### src/rtl/s_mem_arbiter.sv
// s_mem_arbiter
// Lock-based arbiter for the single-port 256x8 S memory shared by the
// S-init populator (port 0), the key-schedule shuffler (port 1) and the
// PRGA/decrypt engine (port 2). A requester raises req, waits for gnt,
// drives the memory for as long as it needs, then drops req to release it.
// Fixed priority on arbitration (0 > 1 > 2), no preemption once granted.
//
// Optional feature macro: S_MEM_ARB_WATCHDOG_EN
//   defined   : hold watchdog revokes a grant held MAX_HOLD cycles, pulses
//               timeout and masks the revoked port until its req drops.
//   undefined : grants are held indefinitely, timeout is tied low.
//
// state  | meaning
// -------+---------------------------------------------------------------
// IDLE   | no owner; arbitrate among unmasked requests each cycle
// GRANT  | one port owns the memory; held while its req stays high

module s_mem_arbiter #(
  parameter int ADDR_W   = 8,
  parameter int DATA_W   = 8,
  parameter int MAX_HOLD = 1024
) (
  input  logic                CLOCK_50,
  input  logic                reset_n,
  input  logic [2:0]          req,
  input  logic [3*ADDR_W-1:0] addr_in,
  input  logic [3*DATA_W-1:0] data_in,
  input  logic [2:0]          wren_in,
  output logic [2:0]          gnt,
  output logic [1:0]          owner,
  output logic                busy,
  output logic [ADDR_W-1:0]   mem_address,
  output logic [DATA_W-1:0]   mem_data,
  output logic                mem_wren,
  input  logic [DATA_W-1:0]   mem_q,
  output logic [DATA_W-1:0]   q_out,
  output logic                timeout
);

  localparam logic [0:0] ST_IDLE  = 1'b0;
  localparam logic [0:0] ST_GRANT = 1'b1;
  localparam logic [1:0] NO_OWNER = 2'b11;

  logic [0:0] state;
  logic [0:0] state_nxt;
  logic [2:0] gnt_nxt;
  logic [1:0] owner_nxt;
  logic       busy_nxt;

  logic [2:0] eligible;
  logic [1:0] pick;
  logic       pick_vld;
  logic       req_owner;
  logic       revoke;

`ifdef S_MEM_ARB_WATCHDOG_EN
  localparam int HOLD_W = (MAX_HOLD > 1) ? $clog2(MAX_HOLD) : 1;
  localparam logic [HOLD_W-1:0] HOLD_LAST = HOLD_W'(MAX_HOLD - 1);

  logic [HOLD_W-1:0] hold_cnt;
  logic [2:0]        mask;
  logic [2:0]        mask_nxt;

  // A revoked port stays out of arbitration until its request drops
  assign eligible = req & ~mask;
  assign revoke   = (state == ST_GRANT) && req_owner && (hold_cnt == HOLD_LAST);

  // Mask bits clear once the port's req is seen low; set on a revoke
  always_comb begin
    mask_nxt = mask & req;
    if (revoke) begin
      mask_nxt = mask_nxt | gnt;
    end
  end

  // Hold counter restarts on every grant, timeout is a registered pulse
  always_ff @(posedge CLOCK_50 or negedge reset_n) begin
    if (!reset_n) begin
      hold_cnt <= '0;
      mask     <= 3'b000;
      timeout  <= 1'b0;
    end else begin
      mask    <= mask_nxt;
      timeout <= revoke;
      if (state == ST_GRANT) begin
        hold_cnt <= hold_cnt + 1'b1;
      end else begin
        hold_cnt <= '0;
      end
    end
  end
`else
  assign eligible = req;
  assign revoke   = 1'b0;
  assign timeout  = 1'b0;
`endif

  // Fixed priority pick: lowest eligible index wins
  always_comb begin
    pick_vld = |eligible;
    pick     = 2'd0;
    if (eligible[0]) begin
      pick = 2'd0;
    end else if (eligible[1]) begin
      pick = 2'd1;
    end else if (eligible[2]) begin
      pick = 2'd2;
    end
  end

  // Request line of the current owner; low when nobody owns the memory
  always_comb begin
    req_owner = 1'b0;
    case (owner)
      2'd0:    req_owner = req[0];
      2'd1:    req_owner = req[1];
      2'd2:    req_owner = req[2];
      default: req_owner = 1'b0;
    endcase
  end

  // Next-state logic for the grant FSM
  always_comb begin
    state_nxt = state;
    gnt_nxt   = gnt;
    owner_nxt = owner;
    busy_nxt  = busy;
    case (state)
      ST_IDLE: begin
        if (pick_vld) begin
          state_nxt = ST_GRANT;
          gnt_nxt   = 3'b001 << pick;
          owner_nxt = pick;
          busy_nxt  = 1'b1;
        end
      end
      ST_GRANT: begin
        if (!req_owner || revoke) begin
          state_nxt = ST_IDLE;
          gnt_nxt   = 3'b000;
          owner_nxt = NO_OWNER;
          busy_nxt  = 1'b0;
        end
      end
      default: begin
        state_nxt = ST_IDLE;
        gnt_nxt   = 3'b000;
        owner_nxt = NO_OWNER;
        busy_nxt  = 1'b0;
      end
    endcase
  end

  // Grant FSM registers; reset drops any ownership immediately
  always_ff @(posedge CLOCK_50 or negedge reset_n) begin
    if (!reset_n) begin
      state <= ST_IDLE;
      gnt   <= 3'b000;
      owner <= NO_OWNER;
      busy  <= 1'b0;
    end else begin
      state <= state_nxt;
      gnt   <= gnt_nxt;
      owner <= owner_nxt;
      busy  <= busy_nxt;
    end
  end

  // Memory mux driven from the owner register; busy gates wren so a write
  // can never leak through without a grant
  always_comb begin
    mem_address = '0;
    mem_data    = '0;
    mem_wren    = 1'b0;
    case (owner)
      2'd0: begin
        mem_address = addr_in[0*ADDR_W +: ADDR_W];
        mem_data    = data_in[0*DATA_W +: DATA_W];
        mem_wren    = wren_in[0] & busy;
      end
      2'd1: begin
        mem_address = addr_in[1*ADDR_W +: ADDR_W];
        mem_data    = data_in[1*DATA_W +: DATA_W];
        mem_wren    = wren_in[1] & busy;
      end
      2'd2: begin
        mem_address = addr_in[2*ADDR_W +: ADDR_W];
        mem_data    = data_in[2*DATA_W +: DATA_W];
        mem_wren    = wren_in[2] & busy;
      end
      default: begin
        mem_address = '0;
        mem_data    = '0;
        mem_wren    = 1'b0;
      end
    endcase
  end

  // Read data is broadcast unchanged; the memory supplies the latency
  assign q_out = mem_q;

endmodule

### config.mk
export PLATFORM = sky130hd
export DESIGN_NAME = s_mem_arbiter
export DESIGN_NICKNAME = d
export VERILOG_FILES = /design/src/rtl/s_mem_arbiter.sv
export SDC_FILE = /design/constraint.sdc
export NUM_CORES = 1
export LEC_CHECK = 0
export BUFFER_PORTS_ARGS = -buffer_cell sky130_fd_sc_hd__clkbuf_2
export CAP_MARGIN = 0
export CELL_PAD_IN_SITES_DETAIL_PLACEMENT = 1
export CELL_PAD_IN_SITES_GLOBAL_PLACEMENT = 1
export CORE_ASPECT_RATIO = 0.5
export CORE_MARGIN = 5
export CORE_UTILIZATION = 18
export DETAILED_ROUTE_END_ITERATION = 10
export GPL_ROUTABILITY_DRIVEN = 0
export MAX_ROUTING_LAYER = met4
export PLACE_DENSITY_LB_ADDON = 0.1
export SLEW_MARGIN = 25
export SYNTH_ARGS = -nofsm -noshare
export SYNTH_HDL_FRONTEND = slang
export SYNTH_SLANG_ARGS = --single-unit
### constraint.sdc
create_clock -name CLOCK_50 -period 1.5 [get_ports CLOCK_50]
set_clock_uncertainty 0.05 [all_clocks]
set_input_delay 0.225 -clock CLOCK_50 [delete_from_list [all_inputs] [get_ports CLOCK_50]]
set_output_delay 0.225 -clock CLOCK_50 [all_outputs]
set_load 0.05 [all_outputs]
==> impl_metrics.json <==
{
  "worstSetupStartpoint": "owner[0]",
  "violations": "negative setup slack",
  "die_w_um": 104,
  "crit_family": "flip-flops",
  "clock-root-buffer": "clkbuf_8",
  "ys.flop_type": "dfrtp_1",
  "antennaDiodeCount": 0,
  "arrival_ps": 1880,
  "crit_buf_inv": 3,
  "grt_usage": 0.127,
  "status": "finished with violations",
  "die_h_um": 57.1,
  "seq_area_um2": 185,
  "antenna_found_initial": 0,
  "drtIter0Drc": 61,
  "layout-drive-gt1-share": 0.764,
  "num_vias": 1090,
  "hold_class": "input port to register",
  "cap_violations": 0,
  "fmax_ghz": 0.463,
  "rsz0062_at_grt": "true",
  "postSynth.asyncResetShare": 1.00,
  "p_leak_nw": 0.776,
  "grt_pass1_vias": 1195,
  "fin_tns_setup_ps": -12760,
  "start_util": 0.184,
  "finalSetupViolations": 24,
  "crit_required_ps": 1220,
  "maxSlewViolCount": 0,
  "worstSetupStartpointType": "register",
  "layout_min_cycle_time_ps": 2160,
  "post_drt_wl_per_cell_um": 16.5,
  "grt_max_degree": 18,
  "synth_fp_nets": 158,
  "overflow": 0,
  "cts_buffer_depth": 2,
  "period_share": 1.44,
  "power_density_mw_per_mm2": 2700,
  "synth_area_per_cell_um2": 8.87,
  "ir_worst_vdd_v": 0.000720,
  "max_stage_delay_ps": 650,
  "pin_count": 96,
  "cts_buffers": 3,
  "ys_ff_latch": 7,
  "insertion_delay_ps": 230,
  "timing.rr.start": "owner[0]",
  "fillCellCount": 520,
  "io_buffers": 78,
  "hold_violations": 0,
  "drtPass1Iterations": 4,
  "cp_cell_sequence": "inv_6 > ha_4 > buf_8 > a222oi_1 > nor2_2 > buf_8",
  "cts_tree": "yes",
  "critical_path.most_common_cell": "buf_8",
  "htreeDepth": 1,
  "synth_top_area_cell": "a222oi_1",
  "dp_slack_ps": -490,
  "worst_slack_ps": -658,
  "syn_area_um2": 798,
  "synth_cell_types": 31,
  "grt_pass1_wl_um": 5980,
  "end_kind": "primary output",
  "drc": 0,
  "synth_top_cell_area_share": 0.201,
  "nets": 243,
  "rows": 17,
  "synthTopCellsByArea": "a222oi_1 20%, dfrtp_1 16%, buf_4 9.4%, nor2_1 8.5%, dfstp_2 6.6%",
  "synth_edf_count": 0,
  "synth_most_common_cell": "nor2_1",
  "crit_fanout": 9,
  "slowest_stage": "dfstp_4",
  "fp.coreArea_mm2": 0.00434,
  "yosysSeqAreaShare": 0.223,
  "dp_hpwl_um": 2810,
  "synthTopCellsByCount": "18 x nor2_1, 16 x a222oi_1, 10 x buf_4, 5 x dfrtp_1",
  "ant_nets": 0,
  "syn_inst": 90,
  "vias_per_cell": 4.72,
  "clkSlewWorstSetupHoldPaths_ps": 40,
  "critPathKind": "register to primary output",
  "wl_um": 3810,
  "multiInputGateArea_um2": 579,
  "cts_sinks": 7,
  "syn_to_final_growth_pct": 110,
  "die_area_mm2": 0.00595,
  "ys_warn_count": 0,
  "worstHoldStart": "req[0]"
}
==> per-layer routing <==
layer	routed length [µm]	global-route usage	vias up	share of wire
met5	0	-	-	0
met4	29	0.0351	0	0.0076
met3	308	0.0282	8	0.081
met2	1960	0.232	53	0.52
met1	1510	0.142	521	0.40
li1	-	-	508	-
==> where the power goes <==
group / leakage, nW / internal [mW] / switching [mW]
clock network: 0.0228 / 0.184 / 0.0828
logic: 0.669 / 1.68 / 2.14
registers: 0.0837 / 0.312 / 0.124
total: 0.776 / 2.18 / 2.35
==> kinds of logic after synthesis <==
| family | after synthesis | share of synthesized area |
|---|---|---|
| and+or+nand+nor | 28 | 0.165 |
| AOI/OAI and AO/OA | 28 | 0.356 |
| buffers and inverters | 22 | 0.190 |
| DFF | 7 | 0.223 |
| other | 1 | 0.00470 |
| adders and majority gates | 4 | 0.0627 |
==> what timing repair did <==
action / 4_1_cts / 5_1_grt
hold endpoints to repair: 5 / 0
buffers inserted: 7 / 2
resized for setup: 48 / 19
hold buffers: 1 / 0
pin swaps: 22 / 18
endpoints found under the setup margin: 25 / 24
==> final cells by class <==
class                      count  area share
timing repair buffer          98       0.461
multi-input combinational     61       0.346
sequential                     7       0.110
tap                           57      0.0425
clock buffer                   4      0.0269
inverter                       4      0.0134
==> registers in the layout (all words and copies together) (netlist names) <==
name / flops
state: 1
busy: 1
owner: 2
gnt: 3
==> placed cells by master (no fill, tap or decap), drive strengths merged, types with 2 or more instances in the layout <==
cell	Yosys	layout
dfrtp	5	5
a222oi	16	16
a21boi	2	2
nor2	18	18
nor3	2	2
nand2	2	2
a22oi	2	2
ha	4	4
nand2b	2	2
buf	17	36
inv	4	4
clkbuf	1	65
dfstp	2	2
==> through the flow <==
stage	total power, mW	std cells	hold slack [ps]	utilization	cell area (µm²)
final	4.52	231	287	0.386	1680
after global routing	4.78	231	309	0.386	1680
after CTS	4.37	229	297	0.376	1630
after detailed placement	3.46	217	30.3	0.307	1330
after global placement	3.45	217	30.3	0.307	1330
after floorplan	2.78	90	-121	-	936
==> worst reg2reg max path, stage by stage, from the launching register on <==
cell      delay (ps)
dfstp_4          650
inv_6             50
ha_4             180
buf_8            140
buf_4            130
a22oi_2          160
o211ai_4         140
a32o_2           270
==> worst paths after layout <==
check | endpoint | slack [ps] | cells past startpoint
max in group asynchronous | owner[1] | 840 | 2
min reg2reg | busy | 480 | 1
max reg2reg | gnt[0] | -390 | 7
max | mem_data[3] | -660 | 6
min in group asynchronous | gnt[1] | 320 | 2
min | gnt[0] | 290 | 2
No activity file was read; power rests on OpenSTA's default activity.
